<file path="src/rtl/prog_loader.sv">
// Purpose : UART (8N1) program loader that fills a 16x8 instruction memory read by the CPU.
// Latency : a byte takes effect about 9.5 bit periods after its start edge; data is combinational from addr.
// Backpress: none; the serial line cannot be stalled, and the CPU is held off with loading instead.
// Ports   : CLK, clr_n (async active-low reset), rxd (serial in), addr/data (CPU fetch),
//           loading (load in progress), load_done (1-cycle pulse), err (sticky framing error).
module prog_loader #(
  parameter int CLK_HZ = 50000000,
  parameter int BAUD   = 115200
) (
  input  logic       CLK,
  input  logic       clr_n,
  input  logic       rxd,
  input  logic [3:0] addr,
  output logic [7:0] data,
  output logic       loading,
  output logic       load_done,
  output logic       err
);

  localparam int DIV = CLK_HZ / BAUD;
  localparam int CW  = (DIV > 1) ? $clog2(DIV) : 1;
  localparam logic [CW-1:0] HALF_M1 = CW'(DIV / 2 - 1);
  localparam logic [CW-1:0] FULL_M1 = CW'(DIV - 1);
  localparam logic [7:0]    HDR     = 8'hA5;

  typedef enum logic [1:0] {RX_IDLE, RX_START, RX_DATA, RX_STOP} rx_state_t;
  typedef enum logic {LD_WAIT_HDR, LD_LOAD} ld_state_t;

  rx_state_t rx_state, rx_next;
  ld_state_t ld_state, ld_next;

  logic          rxd_meta, rxd_sync;
  logic [CW-1:0] cnt;
  logic [2:0]    bitn;
  logic [7:0]    shreg;
  logic [3:0]    wptr;
  logic [7:0]    mem [16];

  logic cnt_clr, shift_en, byte_vld, frm_err;
  logic hdr_ok, wr_en, done_d;

  // Two-flop synchronizer; idles high so reset never looks like a start bit.
  always_ff @(posedge CLK or negedge clr_n) begin
    if (!clr_n) begin
      rxd_meta <= 1'b1;
      rxd_sync <= 1'b1;
    end else begin
      rxd_meta <= rxd;
      rxd_sync <= rxd_meta;
    end
  end

  // Receiver state register
  always_ff @(posedge CLK or negedge clr_n) begin
    if (!clr_n) rx_state <= RX_IDLE;
    else        rx_state <= rx_next;
  end

  // Receiver next-state. START waits half a bit so every later sample lands mid-bit.
  always_comb begin
    rx_next  = rx_state;
    cnt_clr  = 1'b0;
    shift_en = 1'b0;
    byte_vld = 1'b0;
    frm_err  = 1'b0;
    case (rx_state)
      RX_IDLE: begin
        if (!rxd_sync) begin
          rx_next = RX_START;
          cnt_clr = 1'b1;
        end
      end
      RX_START: begin
        if (cnt == HALF_M1) begin
          cnt_clr = 1'b1;
          rx_next = rxd_sync ? RX_IDLE : RX_DATA;
        end
      end
      RX_DATA: begin
        if (cnt == FULL_M1) begin
          cnt_clr  = 1'b1;
          shift_en = 1'b1;
          if (bitn == 3'd7) rx_next = RX_STOP;
        end
      end
      RX_STOP: begin
        if (cnt == FULL_M1) begin
          cnt_clr = 1'b1;
          rx_next = RX_IDLE;
          if (rxd_sync) byte_vld = 1'b1;
          else          frm_err  = 1'b1;
        end
      end
      default: rx_next = RX_IDLE;
    endcase
  end

  // Receiver datapath: bit-time counter, bit index and LSB-first shift register.
  always_ff @(posedge CLK or negedge clr_n) begin
    if (!clr_n) begin
      cnt   <= '0;
      bitn  <= '0;
      shreg <= '0;
    end else begin
      if (cnt_clr || rx_state == RX_IDLE) cnt <= '0;
      else                                cnt <= cnt + 1'b1;
      if (rx_state == RX_IDLE) bitn <= '0;
      else if (shift_en)       bitn <= bitn + 1'b1;
      if (shift_en) shreg <= {rxd_sync, shreg[7:1]};
    end
  end

  // Loader state register
  always_ff @(posedge CLK or negedge clr_n) begin
    if (!clr_n) ld_state <= LD_WAIT_HDR;
    else        ld_state <= ld_next;
  end

  // Loader next-state. Inside LOAD every byte is payload, including 8'hA5.
  always_comb begin
    ld_next = ld_state;
    hdr_ok  = 1'b0;
    wr_en   = 1'b0;
    done_d  = 1'b0;
    case (ld_state)
      LD_WAIT_HDR: begin
        if (byte_vld && shreg == HDR) begin
          ld_next = LD_LOAD;
          hdr_ok  = 1'b1;
        end
      end
      LD_LOAD: begin
        if (byte_vld) begin
          wr_en = 1'b1;
          if (wptr == 4'hF) begin
            done_d  = 1'b1;
            ld_next = LD_WAIT_HDR;
          end
        end else if (frm_err) begin
          ld_next = LD_WAIT_HDR;
        end
      end
      default: ld_next = LD_WAIT_HDR;
    endcase
  end

  // Loader datapath. wptr wraps to 0 after the last write, but the FSM has
  // already left LOAD by then, so no 17th write can occur.
  always_ff @(posedge CLK or negedge clr_n) begin
    if (!clr_n) begin
      wptr      <= '0;
      load_done <= 1'b0;
      err       <= 1'b0;
      for (int i = 0; i < 16; i++) mem[i] <= 8'h00;
    end else begin
      load_done <= done_d;
      if (hdr_ok)     wptr <= '0;
      else if (wr_en) wptr <= wptr + 1'b1;
      if (wr_en) mem[wptr] <= shreg;
      // Setting has priority so a coincident header never hides an error.
      if (frm_err)     err <= 1'b1;
      else if (hdr_ok) err <= 1'b0;
    end
  end

  assign loading = (ld_state == LD_LOAD);
  assign data    = loading ? 8'h00 : mem[addr];

endmodule

</file>
<file path="config.mk">
export PLATFORM = sky130hd
export DESIGN_NAME = prog_loader
export DESIGN_NICKNAME = d
export VERILOG_FILES = /design/src/rtl/prog_loader.sv
export SDC_FILE = /design/constraint.sdc
export NUM_CORES = 1
export LEC_CHECK = 0
export BUFFER_PORTS_ARGS = -buffer_cell sky130_fd_sc_hd__buf_2
export CAP_MARGIN = 0
export CORE_MARGIN = 1
export CORE_UTILIZATION = 55
export CTS_BUF_LIST = sky130_fd_sc_hd__clkbuf_16
export CTS_CLUSTER_DIAMETER = 50
export DETAILED_ROUTE_END_ITERATION = 10
export GPL_TIMING_DRIVEN = 0
export PLACE_DENSITY = 0.71
export SLEW_MARGIN = 5
export SYNTH_ARGS = -nofsm -noshare
export SYNTH_HDL_FRONTEND = slang
export SYNTH_SLANG_ARGS = --single-unit
</file>
<file path="constraint.sdc">
create_clock -name CLK -period 4.25 [get_ports CLK]
set_input_delay 0.2125 -clock CLK [delete_from_list [all_inputs] [get_ports CLK]]
set_output_delay 0.2125 -clock CLK [all_outputs]
set_load 0.02 [all_outputs]
</file>
==> impl_metrics.ini, run 1 <==
[floorplan]
die_w_um = 121.0
ios = 18
rows = 43
die_h_um = 121.0
die-area_sq_um = 14630
core_area_sq_um = 13830
initial_core_util = 0.5629

[run_status]
status = finished clean

[sta]
slew_headroom = 0.4762
finalSetupViolCount = 0
fmax_mhz = 393.6
fin_tns_setup_ps = 0
final-hold-violation-count = 0
fin_crit_sh = 0.5978
final.min_clock_period_ps = 2541
slew_viol_final = 0
tightestPinTransition_ps = 782.2
finalClockSkew_ps = 8.996
rsz0062_at_grt = false

[synth]
synth_nets = 589
synth.avg_cell_area_sq_um = 13.58
synth_ff_type = dfrtp_1
synth.cells.most_frequent = 157 x dfrtp_1, 120 x mux2_2, 52 x mux2i_1
synth_top_family_by_area = multiplexers
synth-async-reset-ratio = 1.000
ys_warn_count = 0
syn_inst = 573
syn_area_sq_um = 7784
synth_cell_types = 56
synth_top_area_frac = 0.5047
synthAdderAreaFrac = 0.01447
yosysMostFrequentCell = dfrtp_1
synthXorXnorAreaFrac = 0.009002
synth_compound_area_frac = 0.04533
synth_top_cell_by_area = dfrtp_1
ys_seq_area_frac = 0.5115
ys_ff_latch = 159
synth_enable_flop_cells = 0
yosys-mux-area-fraction = 0.2916
synthTopCellsByArea = dfrtp_1 50%, mux2_2 17%, mux2i_1 6.7%
synth-simple-area-share = 0.1006

[layout]
final_util = 0.6278
area_growth_pct = 11.53
fin_nets = 625
antenna_cells = 0
stdcell_count = 801
drive_gt1_frac = 0.3607

[placed_design]
dp_hpwl_um = 11700
gp_congestion = 0.8092
placed_cells = 768
port_buffers = 14

[critical_path]
worst-path-max-fanout = 9
worst_path_largest_cell_delay_ps = 620
crit_chain = nor2_1, nand3_1, o21ai_0, buf_2
critPathLaunchType = register
cpLargestDelayFamily = simple AND/OR/NAND/NOR gates
cp_data_required_time_ps = 4040
critPathCaptureType = output port
criticalPathCategory = reg2out
critPathArrivalTime_ps = 2330
crit_path_top_delay_cell = nor2_1
worst-path-buf-inv = 1

[power]
peakVddDrop_mv = 0.2705
p_leak_nw = 4.413
p_total_mw = 3.067
powerDensity_nw_per_um2 = 353.3

[flow_run]
drv_cap = 0

[clocking]
cts_resized = 0
cts_sinks = 159
cts.clk_slew.worst_paths_ps = 60
holdBufCountCts = 2
cts_setup_buffers = 0
clk_latency_ps = 430
root_buffer = clkbuf_16
htree_levels = 4
cts_tree = yes
cts.path.max_buffers = 2
cts_buffers = 17

[global_route]
grt.busiest_layer = met2
use_met1 = 0.3578
grt_max_degree = 121
gr-total-overflow = 0
antenna_found_initial = 0
track_usage = 0.2633
grt_util_met2 = 0.4257
grt_pass1_wl_um = 28120
use_met3 = 0.05592
grt_pass1_vias = 5068

[hold_path]
hold_path_class = in2async

[detailed_routing]
vias_per_cell = 6.035
drc = 0
routed_wl_um = 17550
ant_nets = 0
drt-pass1-iter-count = 5
via_count = 4834
detail_route.wl_per_cell_um = 21.91
drt_iter0_drc = 353
[kinds of logic after synthesis]
group                      after synthesis
DFF                                    159
adders and majority gates                9
AOI/OAI and AO/OA                       51
muxes                                  196
and+or+nand+nor                        104
buffers and inverters                   46
xor gates and xnor gates                 8
[sequential cells by signal, summed over array words and instances, names as in the netlist, named ones only]
signal     flops
mem          128
cnt            9
shreg          8
wptr           4
bitn           3
err            1
load_done      1
loading        1
rx_state       1
rxd_meta       1
rxd_sync       1
[stage by stage]
| step | setup WS (ps) | instance area [sq um] | hold WS, ps |
|---|---|---|---|
| after floorplan | 2249 | 7784 | -83.09 |
| after global placement | 707.7 | 8079 | 317.5 |
| after detailed placement | 1762 | 8117 | 115.8 |
| after CTS | 1712 | 8681 | 268.3 |
| after global routing | 1582 | 8681 | 285.7 |
| final | 1709 | 8681 | 259.7 |
[placed cells by master (no fill, tap or decap), types with 3 or more instances in the layout]
master,synthesis,final
a21oi_1,4,4
mux2_4,16,16
ha_1,9,9
nand4_1,4,4
nand3_4,3,3
clkbuf_16,0,17
inv_1,6,8
dfrtp_1,157,157
mux2i_1,52,52
clkbuf_1,26,26
nor3_1,3,3
nand4_2,5,5
nand3_1,14,14
nand2_1,18,18
nor2b_1,4,4
xor2_1,3,3
clkinv_4,0,3
a22o_1,6,6
o21ai_0,11,11
mux4_2,6,6
xnor2_1,5,5
a22oi_1,25,25
nand4_4,3,3
buf_2,9,22
nor4b_1,3,3
inv_6,0,3
nor2_1,17,17
nand2b_1,6,6
mux2_2,120,120
[layer usage]
metal | up-vias | part of all wire
li1 | 2168 | -
met1 | 2572 | 0.46
met2 | 76 | 0.50
met3 | 18 | 0.034
met4 | 0 | 0.012
met5 | - | 0
[where the power goes]
| part | total [mW] | internal [mW] | switching (mW) |
|---|---|---|---|
| registers | 1.52 | 1.52 | 0.00145 |
| clock network | 1.42 | 0.800 | 0.617 |
| logic | 0.134 | 0.0393 | 0.0942 |
[final cells by class]
class                   instances  area, sq um
well taps                     180        225.2
multi-input cells             368         3588
plain buffers                  40        191.4
inverters                       6        22.52
clock buffers                  17        425.4
flip-flops and latches        159         3981
clock inverters                14        118.9
fillers                      1058         5146
repair buffers                 17        127.6
[worst register-to-register path, cell delays in order (launching register included)]
cell       delay [ps]
dfrtp_1           410
inv_1              90
ha_1              190
nand4bb_1         250
nor3_4            470
nand4_2           430
mux2_2            430
[worst paths after layout]
kind	start	endpoint	slack, ps	depth (start not counted)
worst max register to register	cnt[1]	mem[81]	1860	6
worst max-delay path	loading	data[7]	1710	4
worst min register to register	rxd_meta	rxd_sync	360	0
min in group CLK	rxd_meta	rxd_sync	360	0
max in group asynchronous	clr_n	mem[25]	3130	3
worst min-delay path	clr_n	wptr[0]	260	2
Note: power is estimated with default switching activity, not from simulation.
==> run 2: changes to the inputs <==
- PLACE_DENSITY: 0.71 -> 0.74
- clock period: 4.25 -> 2.3 ns (I/O delays scaled with it)
==> run 2 against run 1 <==
Against the previous run:
- die area stayed put
- critical endpoint is now mem[74]
- largest cell class unchanged
- first-iteration DRC count grew 5.1%
- clock skew is 1.1 ps lower
- critical path depth is 2 higher
- final cell count up 0.12%
- worst setup slack got worse by 1700 ps
- wire length decreased by 2.9%
- hold slack got worse by 18 ps
- count of clock-buffer cells in the layout stayed put
- highest routed layer unchanged
- global-route usage is 0.93 points lower
- combinational power rose by 84%
- non-clock buffer count stayed put
==> impl_metrics.ini, run 2 (synthesized netlist as in run 1, its figures left out) <==
[run_status]
status = finished clean

[global_route]
track_usage = 0.2541
antenna_found_initial = 0
gr-total-overflow = 0
grt_pass1_vias = 5004
grt_pass1_wl_um = 27190
grt_max_degree = 93

[floorplan]
initial_core_util = 0.5629
rows = 43
die_w_um = 121.0
die-area_sq_um = 14630
core_area_sq_um = 13830
die_h_um = 121.0
ios = 18

[detailed_routing]
drt-pass1-iter-count = 4
drc = 0
via_count = 4813
ant_nets = 0
detail_route.wl_per_cell_um = 21.25
routed_wl_um = 17040
drt_iter0_drc = 371
vias_per_cell = 6.001

[placed_design]
gp_congestion = 0.7963
placed_cells = 768
port_buffers = 14
dp_hpwl_um = 11520
preCtsSetupSlack_ps = 25.98

[sta]
fmax_mhz = 437.1
finalClockSkew_ps = 7.895
finalSetupViolCount = 0
fin_crit_sh = 0.9946
rsz0062_at_grt = true
slew_headroom = 0.5134
final.min_clock_period_ps = 2288
slew_viol_final = 0
tightestPinTransition_ps = 730.0
final-hold-violation-count = 0
setup_slack_ps = 12.43

[layout]
reg_top3 = mem x128, cnt x9, shreg x8
drive_gt1_frac = 0.3633
final_util = 0.6340
largest_reg_flops = 128
layout_commonest_cell = dfrtp_1
area_growth_pct = 12.62
stdcell_count = 802
regMostFlops = mem
fin_nets = 625
antenna_cells = 0
mostFrequentLayoutCells = 157 x dfrtp_1, 120 x mux2_2, 52 x mux2i_1

[clocking]
htree_levels = 4
cts_tree = yes
cts.clk_slew.worst_paths_ps = 60
cts.path.max_buffers = 2
clk_latency_ps = 430
cts_buffers = 17
root_buffer = clkbuf_16
cts_sinks = 159

[critical_path]
worst-path-max-fanout = 8
critPathCaptureType = register
reg2reg_depth = 6
critPathArrivalTime_ps = 2600
cp_data_required_time_ps = 2610
critPathLaunchType = register
criticalPathCategory = reg2reg

[flow_run]
drv_cap = 0

[hold_path]
hold_path_class = in2async

[power]
peakVddDrop_mv = 0.5363
p_leak_nw = 4.471
powerDensity_nw_per_um2 = 678.7
p_total_mw = 5.949
run 2: changes by cell type in the layout (fill, tap and decap cells not counted), sizes merged:
| cell | before | now |
|---|---|---|
| buf | 29 | 23 |
| clkbuf | 43 | 49 |
| bufinv | 1 | 4 |
| clkinv | 6 | 7 |
| inv | 11 | 8 |
run 2: per-layer routing:
metal  track usage  share of wire
met3       0.06250          0.044
met4       0.09491          0.020
met1        0.3427           0.45
met2        0.3975           0.48
met5             0              0
run 2: final cells by class:
class / count / area (sq um)
Fill cell: 1030 / 5061
Sequential cell: 159 / 3981
Multi-Input combinational cell: 368 / 3597
Clock buffer: 17 / 425.4
Tap cell: 180 / 225.2
Buffer: 40 / 209.0
Clock inverter: 15 / 177.7
Timing Repair Buffer: 17 / 127.6
Inverter: 6 / 22.52
run 2: timing repair:
action                     in CTS  in global routing
hold endpoints to repair       66                  0
setup endpoints to repair       0                 46
hold buffers                    2                  0
resized for setup               0                 12
buffers inserted                0                  0
run 2: where the power goes:
part / switching, mW / internal (mW) / leakage (nW) / total (mW)
Clock: 1.11 / 1.79 / 0.298 / 2.90
Sequential: 0.00231 / 2.80 / 2.20 / 2.80
Combinational: 0.171 / 0.0753 / 1.97 / 0.246
run 2: worst max-delay path: stages, from the launching register on:
cell       delay, ps
dfrtp_1          400
inv_1             80
ha_1             160
nand4bb_1        230
nor3_4           420
nand4_2          440
mux2_2           420
run 2: path summary, 6_finish.rpt:
check / to / slack (ps) / start
setup / recovery: mem[74] / 10 / cnt[1]
hold / removal: mem[96] / 240 / clr_n
setup reg to reg: mem[74] / 10 / cnt[1]
hold reg to reg: rxd_sync / 360 / rxd_meta
max in group asynchronous: mem[42] / 1270 / clr_n
min in group CLK: rxd_meta / 330 / rxd
run 2: stage by stage:
stage / TNS, ps / hold WS (ps) / cell area (sq um)
finish: 0 / 241.4 / 8766
global route: -2086 / 281.7 / 8766
CTS: 0 / 258.6 / 8740
detailed placement: 0 / 105.5 / 8117
global placement: -169100 / 223.7 / 8079
floorplan: 0 / -180.6 / 7784
==> run 3: changes to the inputs <==
- clock period: 2.3 -> 1.93 ns (I/O delays scaled with it)
==> run 3 against run 2 <==
Against the previous run:
- the run now ends with negative setup slack left
- die area stayed put
- critical path depth rose by 1
- count of clock-buffer cells in the layout unchanged
==> impl_metrics.ini, run 3 (synthesized netlist as in run 1, its figures left out) <==
[global_route]
grt_pass1_vias = 5072
track_usage = 0.2576
antenna_found_initial = 0
grt_max_degree = 109
gr-total-overflow = 0
grt_pass1_wl_um = 27870

[sta]
setup_slack_ps = -141.0
finalSetupViolCount = 126
finalClockSkew_ps = 5.952
fmax_mhz = 482.9
rsz0062_at_grt = true
tightestPinTransition_ps = 561.0
whs_ps = 178.6
slew_headroom = 0.6209
final.min_clock_period_ps = 2071
fin_crit_sh = 1.073
slew_viol_final = 0
final-hold-violation-count = 0

[layout]
layout_commonest_cell = dfrtp_1
antenna_cells = 0
drive_gt1_frac = 0.4245
fillCellCount = 983
seq_area_sq_um = 3983
multi_input_area_sq_um = 3827
area_growth_pct = 17.39
regMostFlops = mem
reg_top3 = mem x128, cnt x9, shreg x8
mostFrequentLayoutCells = 156 x dfrtp_1, 118 x mux2_2, 52 x mux2i_1
largest_reg_flops = 128
stdcell_count = 816
fin_nets = 641

[clocking]
clk_latency_ps = 420
cts_buffers = 17
cts_tree = yes
htree_levels = 4
root_buffer = clkbuf_16
cts_sinks = 159
cts.path.max_buffers = 2
cts.clk_slew.worst_paths_ps = 60

[power]
peakVddDrop_mv = 1.104
p_leak_nw = 4.660
powerDensity_nw_per_um2 = 754.1

[critical_path]
rr_endpoint = mem[123]
cp_data_required_time_ps = 2240
critPathCaptureType = register
worst_path_largest_cell_delay_ps = 510
path_depth = 7
rrSetupSlack_ps = -140
critPathLaunchType = register
crit_path_top_delay_cell = or4b_4
criticalPathCategory = reg2reg
cpLargestDelayFamily = simple AND/OR/NAND/NOR gates
critPathArrivalTime_ps = 2380
worst-path-max-fanout = 8
crit_chain = inv_2, ha_4, and4bb_4, nand3_4, or4b_4, buf_12, mux2_4
reg2reg_depth = 7
r2r-start = cnt[1]
worst-path-buf-inv = 2

[placed_design]
dp_hpwl_um = 11460
gp_congestion = 0.8036
placed_cells = 768
port_buffers = 14

[floorplan]
ios = 18
initial_core_util = 0.5629
die-area_sq_um = 14630
die_h_um = 121.0
core_area_sq_um = 13830
die_w_um = 121.0
rows = 43

[detailed_routing]
wl_met2_um = 8598
routed_wl_um = 17690
met1_length_um = 7988
via_count = 4981
ant_nets = 0
drc = 0
drt_iter0_drc = 313
dr.max_layer_used = met4
vias_per_cell = 6.104
wl_met3_um = 679
drt-pass1-iter-count = 6
detail_route.wl_per_cell_um = 21.67

[run_status]
status = finished, violations left
violations = negative setup slack

[flow_run]
drv_cap = 0

[hold_path]
hold_path_class = in2async
run 3: how the worst max path moves through the flow:
stage	start	end
4_1_cts	cnt[1]	mem[73]
5_1_grt	cnt[6]	mem[64]
3_3_place_gp	clr_n	mem[58]
6_report	cnt[1]	mem[123]
3_5_place_dp	cnt[1]	mem[66]
2_1_floorplan	cnt[1]	mem[104]
run 3: stage by stage:
step	cell area [sq um]	utilization	setup slack, ps	setup TNS, ps	total power, mW
5_1_grt	9138	0.6608	-191.4	-15670	7.094
3_5_place_dp	8128	0.5878	-397.6	-34000	3.694
2_1_floorplan	7795	-	-58.36	-933.7	3.546
3_3_place_gp	8090	0.5851	-1441	-253190	3.682
6_report	9138	0.6608	-141.0	-8683	6.890
4_1_cts	9002	0.6511	-176.4	-11730	6.925
run 3: cell type report:
cell class                      instances  area share
Sequential cell                       159      0.4358
Tap cell                              180     0.02465
Buffer                                 37     0.02492
Inverter                                6    0.002465
Timing Repair Buffer                   35     0.03245
Multi-Input combinational cell        369      0.4189
Clock buffer                           17     0.04656
Clock inverter                         13     0.01424
run 3: layer usage:
| metal | vias up | track usage |
|---|---|---|
| met5 | - | 0 |
| met4 | 0 | 0.08102 |
| met3 | 34 | 0.05545 |
| met2 | 98 | 0.4179 |
| met1 | 2616 | 0.3459 |
| li1 | 2233 | - |
run 3: report_power, final:
part           leakage [nW]  internal (mW)  switching [mW]
Clock                 0.276           1.97            1.26
Sequential             2.20           3.34         0.00108
Combinational          2.18          0.102           0.218
run 3: worst register-to-register path: stages, from the launching register on:
cell and delay (ps):
dfrtp_1 380, inv_2 80, ha_4 150, and4bb_4 290, nand3_4 80, or4b_4 510
buf_12 170, mux2_4 300
run 3: what timing repair did:
| item | 4_1_cts | 5_1_grt |
|---|---|---|
| setup endpoints to repair | 149 | 146 |
| gates resized for setup | 50 | 28 |
| pin swaps | 4 | 3 |
| hold buffers | 2 | 0 |
| cloned | 1 | 0 |
| endpoints found under the hold margin | 52 | 0 |
| buffers inserted | 13 | 5 |
